**src/rtl/fc_neuron_acc_pkg.sv**
```systemverilog
// Shared definitions for the fully connected layer accumulator: FP32 field
// widths, the accumulator state encoding and small FP32 field helpers.
package fc_neuron_acc_pkg;

    localparam int FP_W  = 32;
    localparam int EXP_W = 8;
    localparam logic [EXP_W-1:0] EXP_MAX = 8'hFF;

    typedef enum logic [2:0] {
        S_IDLE,
        S_WAIT_IN,
        S_ISSUE,
        S_WAIT_SUM,
        S_DONE
    } state_t;

    // +0 and -0 both count as zero; the sign bit is ignored.
    function automatic logic fp_is_zero(input logic [FP_W-1:0] x);
        return (x[FP_W-2:0] == '0);
    endfunction

    // All-ones exponent: infinity or NaN.
    function automatic logic fp_exp_is_max(input logic [FP_W-1:0] x);
        return (x[FP_W-2 -: EXP_W] == EXP_MAX);
    endfunction

endpackage

```
**src/rtl/fc_neuron_acc.sv**
```systemverilog
// Per-neuron dot-product accumulator. Folds a stream of FP32 products into
// one sum, optionally seeded with a bias, using an external single-cycle
// FP32 adder one add at a time. Zero products are skipped, and the first
// non-zero value goes straight into the accumulator because the adder has
// no zero handling.
module fc_neuron_acc
    import fc_neuron_acc_pkg::*;
#(
    parameter  int N_IN  = 16,
    localparam int CNT_W = $clog2(N_IN + 1)
) (
    input  logic            clk,
    input  logic            rst,
    input  logic            start,
    input  logic [FP_W-1:0] bias,
    output logic            busy,
    input  logic [FP_W-1:0] in_data,
    input  logic            in_valid,
    output logic            in_ready,
    output logic [FP_W-1:0] add_a,
    output logic [FP_W-1:0] add_b,
    output logic            add_v,
    input  logic [FP_W-1:0] add_sum,
    input  logic            add_valid,
    output logic [FP_W-1:0] out_data,
    output logic            out_valid,
    input  logic            out_ready,
    output logic            out_ovf
);

    localparam logic [CNT_W-1:0] LAST = CNT_W'(N_IN);

    state_t           state;
    state_t           state_next;
    logic [FP_W-1:0]  acc;
    logic [FP_W-1:0]  b_reg;
    logic             acc_empty;
    logic [CNT_W-1:0] count;
    logic [CNT_W-1:0] count_inc;
    logic             take;
    logic             in_zero;
    logic             needs_add;

    assign count_inc = count + CNT_W'(1);
    assign take      = (state == S_WAIT_IN) && in_valid;
    assign in_zero   = fp_is_zero(in_data);
    assign needs_add = !in_zero && !acc_empty;
    assign add_a     = acc;
    assign add_b     = b_reg;

    // State register.
    always_ff @(posedge clk) begin
        if (rst) begin
            state <= S_IDLE;
        end else begin
            state <= state_next;
        end
    end

    // Next-state decode and the handshake outputs, all derived from state.
    always_comb begin
        state_next = state;
        busy       = (state != S_IDLE);
        in_ready   = 1'b0;
        add_v      = 1'b0;
        out_valid  = 1'b0;
        out_data   = '0;
        case (state)
            S_IDLE: begin
                if (start) state_next = S_WAIT_IN;
            end
            S_WAIT_IN: begin
                in_ready = 1'b1;
                if (take) begin
                    if (needs_add)              state_next = S_ISSUE;
                    else if (count_inc == LAST) state_next = S_DONE;
                end
            end
            S_ISSUE: begin
                add_v      = 1'b1;
                state_next = S_WAIT_SUM;
            end
            S_WAIT_SUM: begin
                if (add_valid) state_next = (count == LAST) ? S_DONE : S_WAIT_IN;
            end
            S_DONE: begin
                out_valid = 1'b1;
                out_data  = acc;
                if (out_ready) state_next = S_IDLE;
            end
            default: state_next = S_IDLE;
        endcase
    end

    // Accumulator, pending operand, product count and sticky overflow flag.
    always_ff @(posedge clk) begin
        if (rst) begin
            acc       <= '0;
            b_reg     <= '0;
            acc_empty <= 1'b1;
            count     <= '0;
            out_ovf   <= 1'b0;
        end else begin
            case (state)
                S_IDLE: begin
                    if (start) begin
                        acc       <= bias;
                        acc_empty <= fp_is_zero(bias);
                        count     <= '0;
                        out_ovf   <= 1'b0;
                    end
                end
                S_WAIT_IN: begin
                    if (take) begin
                        count <= count_inc;
                        if (!in_zero) begin
                            if (acc_empty) begin
                                acc       <= in_data;
                                acc_empty <= 1'b0;
                            end else begin
                                b_reg <= in_data;
                            end
                        end
                    end
                end
                S_WAIT_SUM: begin
                    if (add_valid) begin
                        acc <= add_sum;
                        if (fp_exp_is_max(add_sum)) out_ovf   <= 1'b1;
                        if (fp_is_zero(add_sum))    acc_empty <= 1'b1;
                    end
                end
                default: ;
            endcase
        end
    end

endmodule
```
**config.mk**
```make
export PLATFORM = sky130hd
export DESIGN_NAME = fc_neuron_acc
export DESIGN_NICKNAME = d
export VERILOG_FILES = /design/src/rtl/fc_neuron_acc_pkg.sv /design/src/rtl/fc_neuron_acc.sv
export SDC_FILE = /design/constraint.sdc
export NUM_CORES = 1
export LEC_CHECK = 0
export ABC_AREA = 1
export ABC_CLOCK_PERIOD_IN_PS = 1800
export BUFFER_PORTS_ARGS = -buffer_cell sky130_fd_sc_hd__buf_2
export CORE_MARGIN = 4
export CORE_UTILIZATION = 42
export CTS_CLUSTER_DIAMETER = 30
export DETAILED_ROUTE_END_ITERATION = 16
export GPL_ROUTABILITY_DRIVEN = 1
export GPL_TIMING_DRIVEN = 0
export PLACE_DENSITY = 0.77
export SYNTH_ARGS = -nofsm -noshare
export SYNTH_HDL_FRONTEND = slang
export SYNTH_SLANG_ARGS = --single-unit
export TNS_END_PERCENT = 20
```
**constraint.sdc**
```tcl
create_clock -name clk -period 1.8 [get_ports clk]
set_clock_uncertainty 0.1 [all_clocks]
set_input_delay 0.45 -clock clk [delete_from_list [all_inputs] [get_ports clk]]
set_output_delay 0.45 -clock clk [all_outputs]
set_load 0.02 [all_outputs]
```
==> results.md <==
Run status:
- The run finished, with violations left.
- The checks that failed: setup timing.

Yosys:
- The portion of the post-synthesis area used by sequential elements is 0.354.
- The number of distinct library cells after synthesis is 27.
- The synthesized net count is 732.
- Synthesis handed over a netlist of between 600 and 700 instances.
- In this run the mean area of a mapped cell was 6.66 µm².
- The mapped cell area is approximately 0.0042 mm².
- The number of synthesized register bits is 74.
- For this run, the number of Yosys warnings is 0.

Clock tree:
- Clock-pin slew was measured on the worst setup and hold paths at approximately 0.080 ns.
- The number of sinks on the clock net is 74.
- The clock network latency to the later pin of the worst-skew pair is approximately 0.36 ns.
- No sink is reached through more buffers than the 2 on the longest clock path.
- The clock tree from TritonCTS is built.
- The maximum level of the CTS H-tree is 3.
- In this run, CTS created clock tree buffers numbering 9.
- The cell sitting at the root of the clock tree is a sky130_fd_sc_hd__clkbuf_8.

Critical path:
- By instance count, the cell type seen most on the critical path is sky130_fd_sc_hd__buf_4.
- Data on the critical path arrives at its endpoint at around 1.4 ns.
- The worst setup path is launched from a flop.
- The worst reg-to-reg path cell count is 10.
- In this run the worst path has a maximum fanout of 6.
- The highest cell delay on the worst timing path is between 0.3 and 0.4 ns.
- Traced cell by cell, the critical path runs through inv_4 > nand3_4 > buf_4 > nor2_1 > buf_4.
- The start-to-end type of the worst setup path is flop to primary output.
- For the worst setup path, the data required time is roughly 1.3 ns.
- STA classifies the critical path endpoint as a primary output.
- On the critical path, the stage with the largest delay is an instance of sky130_fd_sc_hd__dfxtp_4.

Power and ir drop:
- The worst-case IR drop observed on VDD is between 0.7 and 0.8 mV.
- The leakage power of the design is ~2.9 nW.
- The completed layout was analyzed and its total power is between 8 and 9 mW.
- Power spread over the standard cell area amounts to 1430 mW/mm².

STA:
- The total negative slack for setup checks is -6.36 ns.
- Dividing the final minimum period by the clock period gives 1.10.
- The remaining max-slew budget at the tightest pin is 0.602.
- The maximum achievable frequency is 507 MHz.
- The final max-slew violation count is 0.
- Setup violations remaining at the end of the flow were counted as between 60 and 70.
- Setup repair after global routing could not meet its margin everywhere.
- For the finished layout, the period the worst path requires is around 2.0 ns.
- For the pin with the worst max-slew slack, the measured transition is 0.597 ns.
- Setup slack on the critical path of the routed design comes to -0.174 ns.
- The final hold violation count is 0.

Detailed routing:
- The routed layout has approximately 5,200 vias.
- After detailed routing, the average wire length per cell comes to around 17 µm.
- In the routed design, unresolved DRC markers number 0.
- In this run, the number of DRC markers left after iteration 0 of detailed routing was 424.
- The met3 wirelength from detailed routing is between 1500 and 2000 µm.
- The aggregate routed wire length is roughly 17,000 µm.
- The highest layer touched by signal routing is met5.
- The first-pass iteration count of the detailed router is 5.
- Detailed routing placed a total of 7590 µm of wire on met2.
- Once detail routing completed, the nets flagged for antenna violations numbered 0.
- Using the TritonRoute via totals, the vias-per-cell ratio works out to roughly 5.2.
- The sum of routed wire segments on met1 is ~6700 µm.

Cells and area:
- The final-layout fill cell count is between 900 and 1,000.
- The number of antenna diodes in the final layout is 0.
- The top cell types in the final layout, fill and taps aside, are 175 x sky130_fd_sc_hd__buf_2, 126 x sky130_fd_sc_hd__nand2_1, 81 x sky130_fd_sc_hd__nor2_1.
- The layout net count is around 950.
- The area growth from synthesis to layout is 44.9%.
- The count of cells in the finished layout, fillers not included, comes to between 900 and 1,000.
- The finished cells cover slightly above 0.006 mm².
- Of the cells placed in the final design, the portion with a size suffix greater than 1 is 0.386.
- The commonest non-fill, non-tap cell in the layout is sky130_fd_sc_hd__buf_2.

Die:
- The floorplan step defined a core boundary enclosing about 0.0097 mm².
- From bottom edge to top edge, the die measures roughly 110 µm.
- The initial utilization of the core area, before any placement, comes to 0.430.
- The I/O pin total is approximately 200.
- Measured along the x axis, the die boundary spans approximately 110 µm.
- The floorplan step defined a die boundary enclosing about 0.012 mm².
- In this run the core area contains 36 standard-cell rows.

Place:
- Including well taps, the total number of placed cells is roughly 960.
- The HPWL reported at the end of detailed placement is 12,900 µm.
- The total of buffers placed on input and output ports is 200.
- The placed instance area is between 0.005 and 0.006 mm².
- At the end of routability-driven placement, the weighted congestion stood at roughly 0.95.
- The worst slack at placement is -0.480 ns.

Global routing:
- Global routing finished with a remaining overflow of 0.
- The pin count of the biggest net entering global routing is 13.
- The first global-routing pass estimated approximately 24,000 µm of wire.
- The combined global-route utilization of all metal layers is 0.272.
- The via count of the first global-routing pass is roughly 4,800.
- The number of antenna violations at the first check in global routing is 1.

Job:
- The max-capacitance violation count is 0.

Worst hold path:
- The min-delay analysis places its worst path in the category input port to flop.
- Counting instances, the worst hold path has a depth of 3.
sequential cells by signal, summed over array words and instances, names as in the netlist:
name,flops
add_b,32
acc_empty,1
out_ovf,1
state,3
count,5
add_a,32
power by group:
part / leakage, nW / switching, mW / internal [mW]
clock: 0.116 / 0.666 / 0.915
combinational: 2.21 / 3.02 / 1.77
sequential: 0.608 / 0.226 / 2.04
through the flow:
step / util / hold WS [ns]
after floorplan: - / 0.329
after global placement: 0.550 / 0.335
after detailed placement: 0.550 / 0.347
after CTS: 0.603 / 0.274
after global routing: 0.623 / 0.295
final: 0.623 / 0.284
what timing repair did:
action,4_1_cts,5_1_grt
hold buffers,0,0
buffers inserted,7,3
endpoints found under the setup margin,98,101
pin swaps,4,3
gates resized for setup,77,56
cloned,1,0
layout make-up:
| class | count | area (µm²) | share of cell area |
|---|---|---|---|
| multi-input cells | 431 | 2320 | 0.383 |
| flip-flops and latches | 74 | 1490 | 0.246 |
| repair buffers | 211 | 1230 | 0.203 |
| inverters | 86 | 340 | 0.0562 |
| plain buffers | 37 | 274 | 0.0452 |
| well taps | 133 | 166 | 0.0275 |
| clock buffers | 10 | 128 | 0.0211 |
| clock inverters | 5 | 104 | 0.0171 |
path summary, 6_finish.rpt:
kind / from / end / slack [ns]
setup / recovery: state[0]$_SDFFE_PP0P_ / out_data[1] / -0.17
hold / removal: in_data[1] / add_b[1]$_SDFFE_PP0P_ / 0.28
setup reg to reg: state[2]$_SDFFE_PP0P_ / add_a[13]$_SDFFE_PP0P_ / -0.11
hold reg to reg: out_ovf$_SDFFE_PP0P_ / out_ovf$_SDFFE_PP0P_ / 0.36
per-layer routing:
metal  track usage  vias up
met5             0        -
met4         0.145        2
met3        0.0492       68
met2         0.433      312
met1         0.348     2292
li1              -     2487
cell families (layout without fill, tap and decap cells):
group,after synthesis,after routing,share of synthesized area
AOI/OAI and AO/OA,122,122,0.201
xor gates and xnor gates,2,2,0.00419
adders and majority gates,2,2,0.00599
buffers and inverters,123,349,0.126
DFF,74,74,0.354
and+or+nand+nor,305,305,0.308
worst max-delay path: cells and delay by family (launching register included):
family	cells	cell delay [ns]
flip-flops	1	0.37
AND/OR/NAND/NOR	2	0.27
buffers and inverters	3	0.43
synthesized netlist by cell type:
master | instances | area [µm²]
sky130_fd_sc_hd__a211oi_1 | 3 | 22.5
sky130_fd_sc_hd__a21oi_1 | 51 | 255
sky130_fd_sc_hd__a21oi_2 | 30 | 263
sky130_fd_sc_hd__a221oi_1 | 24 | 210
sky130_fd_sc_hd__a22o_1 | 2 | 17.5
sky130_fd_sc_hd__buf_2 | 11 | 55.1
sky130_fd_sc_hd__buf_6 | 7 | 78.8
sky130_fd_sc_hd__clkbuf_1 | 19 | 71.3
sky130_fd_sc_hd__dfxtp_1 | 74 | 1480
sky130_fd_sc_hd__ha_1 | 2 | 25.0
sky130_fd_sc_hd__inv_1 | 82 | 308
sky130_fd_sc_hd__inv_2 | 4 | 15.0
sky130_fd_sc_hd__nand2_1 | 127 | 477
sky130_fd_sc_hd__nand2_2 | 4 | 25.0
sky130_fd_sc_hd__nand3_1 | 47 | 235
sky130_fd_sc_hd__nand3_4 | 1 | 17.5
sky130_fd_sc_hd__nand3b_1 | 1 | 7.51
sky130_fd_sc_hd__nand4_1 | 12 | 75.1
sky130_fd_sc_hd__nor2_1 | 106 | 398
sky130_fd_sc_hd__nor2_2 | 1 | 6.26
sky130_fd_sc_hd__nor2_4 | 1 | 11.3
sky130_fd_sc_hd__nor3_1 | 4 | 20.0
sky130_fd_sc_hd__nor3_4 | 1 | 16.3
sky130_fd_sc_hd__o2111ai_1 | 1 | 8.76
sky130_fd_sc_hd__o21ai_0 | 5 | 25.0
sky130_fd_sc_hd__o22ai_1 | 6 | 37.5
sky130_fd_sc_hd__xor2_1 | 2 | 17.5
(Power assumes the default switching activity.)
